### config.mk
export PLATFORM = sky130hd
export DESIGN_NAME = core_seq_ctrl
export DESIGN_NICKNAME = d
export VERILOG_FILES = /design/src/rtl/core_pkg.sv /design/src/rtl/core_npc.sv /design/src/rtl/core_seq_ctrl.sv
export SDC_FILE = /design/constraint.sdc
export NUM_CORES = 1
export LEC_CHECK = 0
export CELL_PAD_IN_SITES_DETAIL_PLACEMENT = 1
export CELL_PAD_IN_SITES_GLOBAL_PLACEMENT = 1
export CORE_MARGIN = 4
export CORE_UTILIZATION = 39
export CTS_CLUSTER_DIAMETER = 150
export DETAILED_ROUTE_END_ITERATION = 8
export PLACE_DENSITY = 0.89
export SLEW_MARGIN = 20
export SYNTH_ARGS = -nofsm -noshare
export SYNTH_HDL_FRONTEND = slang
export SYNTH_SLANG_ARGS = --single-unit
### constraint.sdc
create_clock -name clk -period 4.8 [get_ports clk]
set_input_delay 0.48 -clock clk [delete_from_list [all_inputs] [get_ports clk]]
set_output_delay 0.48 -clock clk [all_outputs]
set_load 0.005 [all_outputs]
### src/rtl/core_pkg.sv
// Shared types and helpers for the RV64I multi-cycle sequencer.
// Covers state encoding, writeback-select and trap-cause codes, and byte-lane helpers.
package core_pkg;

  localparam int XLEN = 64;
  localparam int ILEN = 32;

  typedef enum logic [2:0] {
    ST_IDLE   = 3'd0,
    ST_FETCH  = 3'd1,
    ST_DECODE = 3'd2,
    ST_EXEC   = 3'd3,
    ST_MEM    = 3'd4,
    ST_WB     = 3'd5,
    ST_TRAP   = 3'd6
  } state_t;

  typedef enum logic [1:0] {
    WB_ALU = 2'd0,
    WB_MEM = 2'd1,
    WB_PC4 = 2'd2
  } wb_sel_t;

  typedef enum logic [1:0] {
    TC_ILLEGAL       = 2'd0,
    TC_JMP_MISALIGN  = 2'd1,
    TC_DATA_MISALIGN = 2'd2,
    TC_DMEM_TIMEOUT  = 2'd3
  } trap_cause_t;

  // Lane mask for an access of len bytes starting at byte offset off.
  function automatic logic [7:0] byte_enables(input logic [3:0] len, input logic [2:0] off);
    logic [7:0] mask_s;
    case (len)
      4'd1:    mask_s = 8'h01;
      4'd2:    mask_s = 8'h03;
      4'd4:    mask_s = 8'h0F;
      4'd8:    mask_s = 8'hFF;
      default: mask_s = 8'h00;
    endcase
    return mask_s << off;
  endfunction

  // len_lo is the low three bits of the one-hot length; 8 bytes wraps to a 3'b111 mask.
  function automatic logic data_misaligned(input logic [2:0] len_lo, input logic [2:0] off);
    return (off & (len_lo - 3'd1)) != 3'd0;
  endfunction

endpackage

### src/rtl/core_npc.sv
// Combinational next-PC selection: jalr target, jal/taken-branch target or pc+4.
// Also flags a target that is not 4-byte aligned.
module core_npc
  import core_pkg::*;
(
  input  logic [XLEN-1:0] pc,
  input  logic [XLEN-1:0] imm,
  input  logic [XLEN-1:0] rs1_val,
  input  logic            jal,
  input  logic            jalr,
  input  logic            branch,
  input  logic            br_taken,
  output logic [XLEN-1:0] next_pc,
  output logic            misaligned
);

  logic [XLEN-1:0] jalr_tgt_s;

  assign jalr_tgt_s = (rs1_val + imm) & {{(XLEN-1){1'b1}}, 1'b0};

  // Select the successor PC for the instruction in EXEC.
  always_comb begin
    next_pc = pc + 64'd4;
    if (jalr) begin
      next_pc = jalr_tgt_s;
    end else if (jal || (branch && br_taken)) begin
      next_pc = pc + imm;
    end else begin
      next_pc = pc + 64'd4;
    end
  end

  assign misaligned = (next_pc[1:0] != 2'b00);

endmodule

### src/rtl/core_seq_ctrl.sv
// Multi-cycle FETCH/DECODE/EXEC/MEM/WB sequencer for the RV64I core.
// Owns the PC, issues fetch and data requests, traps sticky on faults, counts retirements.
module core_seq_ctrl
  import core_pkg::*;
#(
  parameter logic [63:0] RESET_PC     = 64'h8000_0000,
  parameter int          DMEM_TIMEOUT = 16,
  parameter int          TO_W         = 5
)(
  input  logic            clk,
  input  logic            rst_n,
  input  logic            run_en,
  output logic            imem_req,
  output logic [XLEN-1:0] imem_addr,
  input  logic            imem_rvalid,
  input  logic [ILEN-1:0] imem_rdata,
  output logic [ILEN-1:0] instr_q,
  input  logic            dec_illegal,
  input  logic            dec_load,
  input  logic            dec_store,
  input  logic            dec_branch,
  input  logic            dec_jal,
  input  logic            dec_jalr,
  input  logic            dec_wb,
  input  logic [3:0]      dec_mem_len,
  input  logic [XLEN-1:0] imm,
  input  logic [XLEN-1:0] rs1_val,
  input  logic [XLEN-1:0] alu_result,
  input  logic            br_taken,
  output logic            alu_en,
  output logic            dmem_req,
  output logic            dmem_we,
  output logic [XLEN-1:0] dmem_addr,
  output logic [7:0]      dmem_be,
  input  logic            dmem_ready,
  output logic            reg_wr_en,
  output logic [1:0]      wb_sel,
  output logic [XLEN-1:0] pc,
  output logic [63:0]     instret,
  output logic            halt,
  output logic [1:0]      trap_cause
);

  state_t          state_r;
  logic            dec_load_r;
  logic            dec_store_r;
  logic            dec_branch_r;
  logic            dec_jal_r;
  logic            dec_jalr_r;
  logic            dec_wb_r;
  logic [3:0]      dec_mem_len_r;
  logic [XLEN-1:0] next_pc_r;
  logic [TO_W-1:0] tcnt_r;
  logic [XLEN-1:0] next_pc_s;
  logic            npc_misaligned_s;
  logic            is_mem_s;

  core_npc u_npc (
    .pc         (pc),
    .imm        (imm),
    .rs1_val    (rs1_val),
    .jal        (dec_jal_r),
    .jalr       (dec_jalr_r),
    .branch     (dec_branch_r),
    .br_taken   (br_taken),
    .next_pc    (next_pc_s),
    .misaligned (npc_misaligned_s)
  );

  assign is_mem_s = dec_load_r | dec_store_r;

  // Sequencer FSM; every output is registered and set on entry to the state that owns it.
  always_ff @(posedge clk or negedge rst_n) begin
    if (!rst_n) begin
      state_r       <= ST_IDLE;
      imem_req      <= 1'b0;
      imem_addr     <= '0;
      instr_q       <= '0;
      alu_en        <= 1'b0;
      dmem_req      <= 1'b0;
      dmem_we       <= 1'b0;
      dmem_addr     <= '0;
      dmem_be       <= 8'h00;
      reg_wr_en     <= 1'b0;
      wb_sel        <= WB_ALU;
      pc            <= RESET_PC;
      instret       <= 64'd0;
      halt          <= 1'b0;
      trap_cause    <= TC_ILLEGAL;
      dec_load_r    <= 1'b0;
      dec_store_r   <= 1'b0;
      dec_branch_r  <= 1'b0;
      dec_jal_r     <= 1'b0;
      dec_jalr_r    <= 1'b0;
      dec_wb_r      <= 1'b0;
      dec_mem_len_r <= 4'd0;
      next_pc_r     <= '0;
      tcnt_r        <= '0;
    end else begin
      case (state_r)
        ST_IDLE: begin
          if (run_en) begin
            state_r   <= ST_FETCH;
            imem_req  <= 1'b1;
            imem_addr <= pc;
          end
        end
        ST_FETCH: begin
          if (imem_rvalid) begin
            instr_q  <= imem_rdata;
            imem_req <= 1'b0;
            state_r  <= ST_DECODE;
          end
        end
        ST_DECODE: begin
          dec_load_r    <= dec_load;
          dec_store_r   <= dec_store;
          dec_branch_r  <= dec_branch;
          dec_jal_r     <= dec_jal;
          dec_jalr_r    <= dec_jalr;
          dec_wb_r      <= dec_wb;
          dec_mem_len_r <= dec_mem_len;
          if (dec_illegal) begin
            state_r    <= ST_TRAP;
            halt       <= 1'b1;
            trap_cause <= TC_ILLEGAL;
          end else begin
            state_r <= ST_EXEC;
            alu_en  <= 1'b1;
          end
        end
        ST_EXEC: begin
          alu_en    <= 1'b0;
          next_pc_r <= next_pc_s;
          dmem_addr <= alu_result;
          if (npc_misaligned_s) begin
            state_r    <= ST_TRAP;
            halt       <= 1'b1;
            trap_cause <= TC_JMP_MISALIGN;
          end else if (is_mem_s && data_misaligned(dec_mem_len_r[2:0], alu_result[2:0])) begin
            state_r    <= ST_TRAP;
            halt       <= 1'b1;
            trap_cause <= TC_DATA_MISALIGN;
          end else if (is_mem_s) begin
            state_r  <= ST_MEM;
            dmem_req <= 1'b1;
            dmem_we  <= dec_store_r;
            dmem_be  <= byte_enables(dec_mem_len_r, alu_result[2:0]);
            tcnt_r   <= '0;
          end else begin
            state_r   <= ST_WB;
            reg_wr_en <= dec_wb_r;
            wb_sel    <= (dec_jal_r | dec_jalr_r) ? WB_PC4 : WB_ALU;
          end
        end
        ST_MEM: begin
          if (dmem_ready) begin
            dmem_req  <= 1'b0;
            dmem_we   <= 1'b0;
            dmem_be   <= 8'h00;
            state_r   <= ST_WB;
            reg_wr_en <= dec_wb_r;
            wb_sel    <= dec_load_r ? WB_MEM : WB_ALU;
          end else if (tcnt_r == TO_W'(DMEM_TIMEOUT - 1)) begin
            // The cycle that brings the wait count to DMEM_TIMEOUT abandons the access.
            tcnt_r     <= tcnt_r + TO_W'(1);
            dmem_req   <= 1'b0;
            dmem_we    <= 1'b0;
            dmem_be    <= 8'h00;
            state_r    <= ST_TRAP;
            halt       <= 1'b1;
            trap_cause <= TC_DMEM_TIMEOUT;
          end else begin
            tcnt_r <= tcnt_r + TO_W'(1);
          end
        end
        ST_WB: begin
          pc        <= next_pc_r;
          instret   <= instret + 64'd1;
          reg_wr_en <= 1'b0;
          wb_sel    <= WB_ALU;
          if (run_en) begin
            state_r   <= ST_FETCH;
            imem_req  <= 1'b1;
            imem_addr <= next_pc_r;
          end else begin
            state_r <= ST_IDLE;
          end
        end
        ST_TRAP: begin
          state_r <= ST_TRAP;
        end
        default: begin
          state_r <= ST_IDLE;
        end
      endcase
    end
  end

endmodule

==> results.ini <==
[floorplan]
row_count=91
io_pins=547
core-area_um2=61900
fp.dieH_um=259
dieArea_um2=66900
die_w_um=259
initial_utilization=0.396

[clock_tree]
tritoncts=built
cts_buffers=47
clock_sinks=388
cts.path.max_buffers=3
cts-root-buf=clkbuf_16
clk_latency_ns=0.61
h-tree-depth=2
post_cts_resized=0
clk_pin_slew_ns=0.07

[routing]
wl_mm=103
route.detailed.drc=0
final_antenna_net_count=0
vias=24300
post_drt_via_cell_ratio=5.80
wl_per_cell_um=24.6
drt_first_iter_violations=1806
firstDrtPassIters=5

[synth]
syn_inst=2792
syn_area_um2=24500
synth_flop_cell=dfrtp_1
synth_cell_type_count=82
synth_nets=3168
async_reset_ff_frac=1.00
synth-seq-area-share=0.396
yosys_warnings=0
synth-seq-cells=388
syn_avg_cell_area_um2=8.78
synth_edf_count=0

[critical_path]
timing.critical_path.fanout_max=4
required_ns=5.32
worstPathArrival_ns=4.87
crit_type=input port to flip-flop
endpoint_kind=flip-flop
startpoint_type=input port
r2r_cells=15

[sta]
hold_viol=0
tightest_slew_ns=1.09
rsz0062_at_grt=no
fmax_ghz=0.230
period_needed_ns=4.35
fin_skew_ns=0.0233
slew_viol_final=0
max-slew-margin-rel=0.277
setup-violations-final=0
fin_crit_sh=0.907

[job]
maxCapViolations=0

[place]
post_dp_cell_area_um2=31000
io_buffers=546
dp_hpwl_mm=78.4
gp_congestion=0.980

[finish]
num-nets-final=3689
areaGrowthSynthToFinish_pct=32.9
final_common_cell=nand2_1
postLayoutCoreUtil=0.526
layout_common_cells=nand2_1, clkdlybuf4s50_1, dfrtp_1, a21oi_1, nor2_1
stdcell_area_um2=32600
fillers=7213
drive_gt1_frac=0.0783

[pwr]
leakagePower_nw=14.6
ir_drop_v=0.000276
power.density_nw_per_um2=587

[global_route]
grt_pass1_wl_mm=157
antenna_found_initial=8
grt_pass1_vias=26100
groute.layer.met3.usage=0.0583
met2_usage=0.513
grt_use_total=0.298
gr-total-overflow=0
grt_max_degree=107
use_met1=0.366
busiest_layer=met2

[hold_path]
hold_path_depth=3
hp-class=input port to flip-flop

[outcome]
status=completed

[metal layers]
layer | up-vias | wire [um] | part of all wire
met2 | 954 | 50300 | 0.49
met3 | 272 | 7100 | 0.069
met5 | - | 13 | 0.00013
met4 | 2 | 4760 | 0.046
met1 | 12200 | 41000 | 0.40
li1 | 10900 | - | -
[registers in the layout, summed over array words and instances (netlist names), 2 cells and up]
| register | cells |
|---|---|
| dec_mem_len_r | 4 |
| instret | 64 |
| wb_sel | 2 |
| trap_cause | 2 |
| dmem_be | 8 |
| dmem_addr | 64 |
| instr_q | 32 |
| state_r | 3 |
| next_pc_r | 64 |
| pc | 64 |
| tcnt_r | 5 |
| imem_addr | 64 |
[power by group]
part	switching [mW]	internal, mW
Sequential	1.34	4.56
Clock	1.50	2.07
Combinational	5.16	4.48
Total	8.01	11.1
[path summary, 6_finish.rpt]
check	slack, ns	to	startpoint
max reg2reg	0.68	next_pc_r[50]	pc[0]
min in group asynchronous	0.52	dmem_addr[3]	rst_n
max in group asynchronous	3.13	pc[45]	rst_n
min reg2reg	0.47	halt	halt
max	0.45	next_pc_r[63]	imm[2]
min	0.40	dmem_addr[53]	alu_result[53]
[kinds of logic (layout without fill, tap and decap cells)]
logic type / after synthesis / in the layout / share of synthesized area
AOI/OAI and AO/OA: 674 / 674 / 0.179
xor gates and xnor gates: 236 / 236 / 0.0843
adders and majority gates: 135 / 135 / 0.0695
buffers and inverters: 179 / 731 / 0.0276
DFF: 388 / 388 / 0.396
muxes: 110 / 110 / 0.0503
other: 0 / 7 / 0
and+or+nand+nor: 1070 / 1070 / 0.193
[cell type report]
cell class | count | area, um^2 | share of cell area
Multi-Input combinational cell | 2225 | 14200 | 0.435
Sequential cell | 388 | 9710 | 0.298
Timing Repair Buffer | 600 | 5920 | 0.182
Clock buffer | 67 | 1310 | 0.0403
Tap cell | 837 | 1050 | 0.0321
Clock inverter | 13 | 209 | 0.00641
Inverter | 51 | 191 | 0.00588
Antenna cell | 7 | 17.5 | 0.000538
[stage by stage]
step                      power [mW]  cells  setup slack, ns  hold WS, ns  setup TNS, ns
final                           19.1   4188            0.446        0.398              0
after global placement          15.0   4100           0.0398        0.457              0
after global routing            20.3   4186            0.236        0.394              0
after CTS                       19.2   4181            0.532        0.360              0
after detailed placement        15.4   4100          -0.0760        0.454        -0.0760
after floorplan                 10.7   2792             1.38        0.184              0
[critical path, stage by stage]
cell             delay, ns
clkdlybuf4s50_1       0.45
ha_1                  0.34
buf_4                 0.16
a21oi_1               0.23
a21o_1                0.21
a211oi_1              0.10
o21ai_0               0.49
a2111oi_0             0.22
buf_4                 0.19
nor4_1                0.67
nor3_1                0.14
nor2_1                0.20
o21ai_1               0.11
a221oi_1              0.33
mux2_2                0.39
a211oi_2              0.14
[synth_stat cells (all sizes together) (20+ instances only)]
cell type / n / area [um^2]
nand2: 608 / 2280
xnor2: 151 / 1320
o21ai: 149 / 749
inv: 50 / 188
o21bai: 27 / 203
xor2: 85 / 744
nand2b: 20 / 125
clkbuf: 110 / 413
nand3: 82 / 410
ha: 133 / 1660
nor2: 153 / 574
a211oi: 53 / 408
and3: 43 / 269
a21oi: 188 / 941
nor2b: 24 / 150
mux2: 105 / 1180
nor3: 25 / 135
nand4: 55 / 344
dfrtp: 387 / 9680
a21o: 96 / 722
[what timing repair did]
action,CTS,global route
setup endpoints to repair,0,0
hold endpoints to repair,94,0
buffers inserted,0,0
hold buffers,1,0
Note: power is estimated with default switching activity, not from simulation.
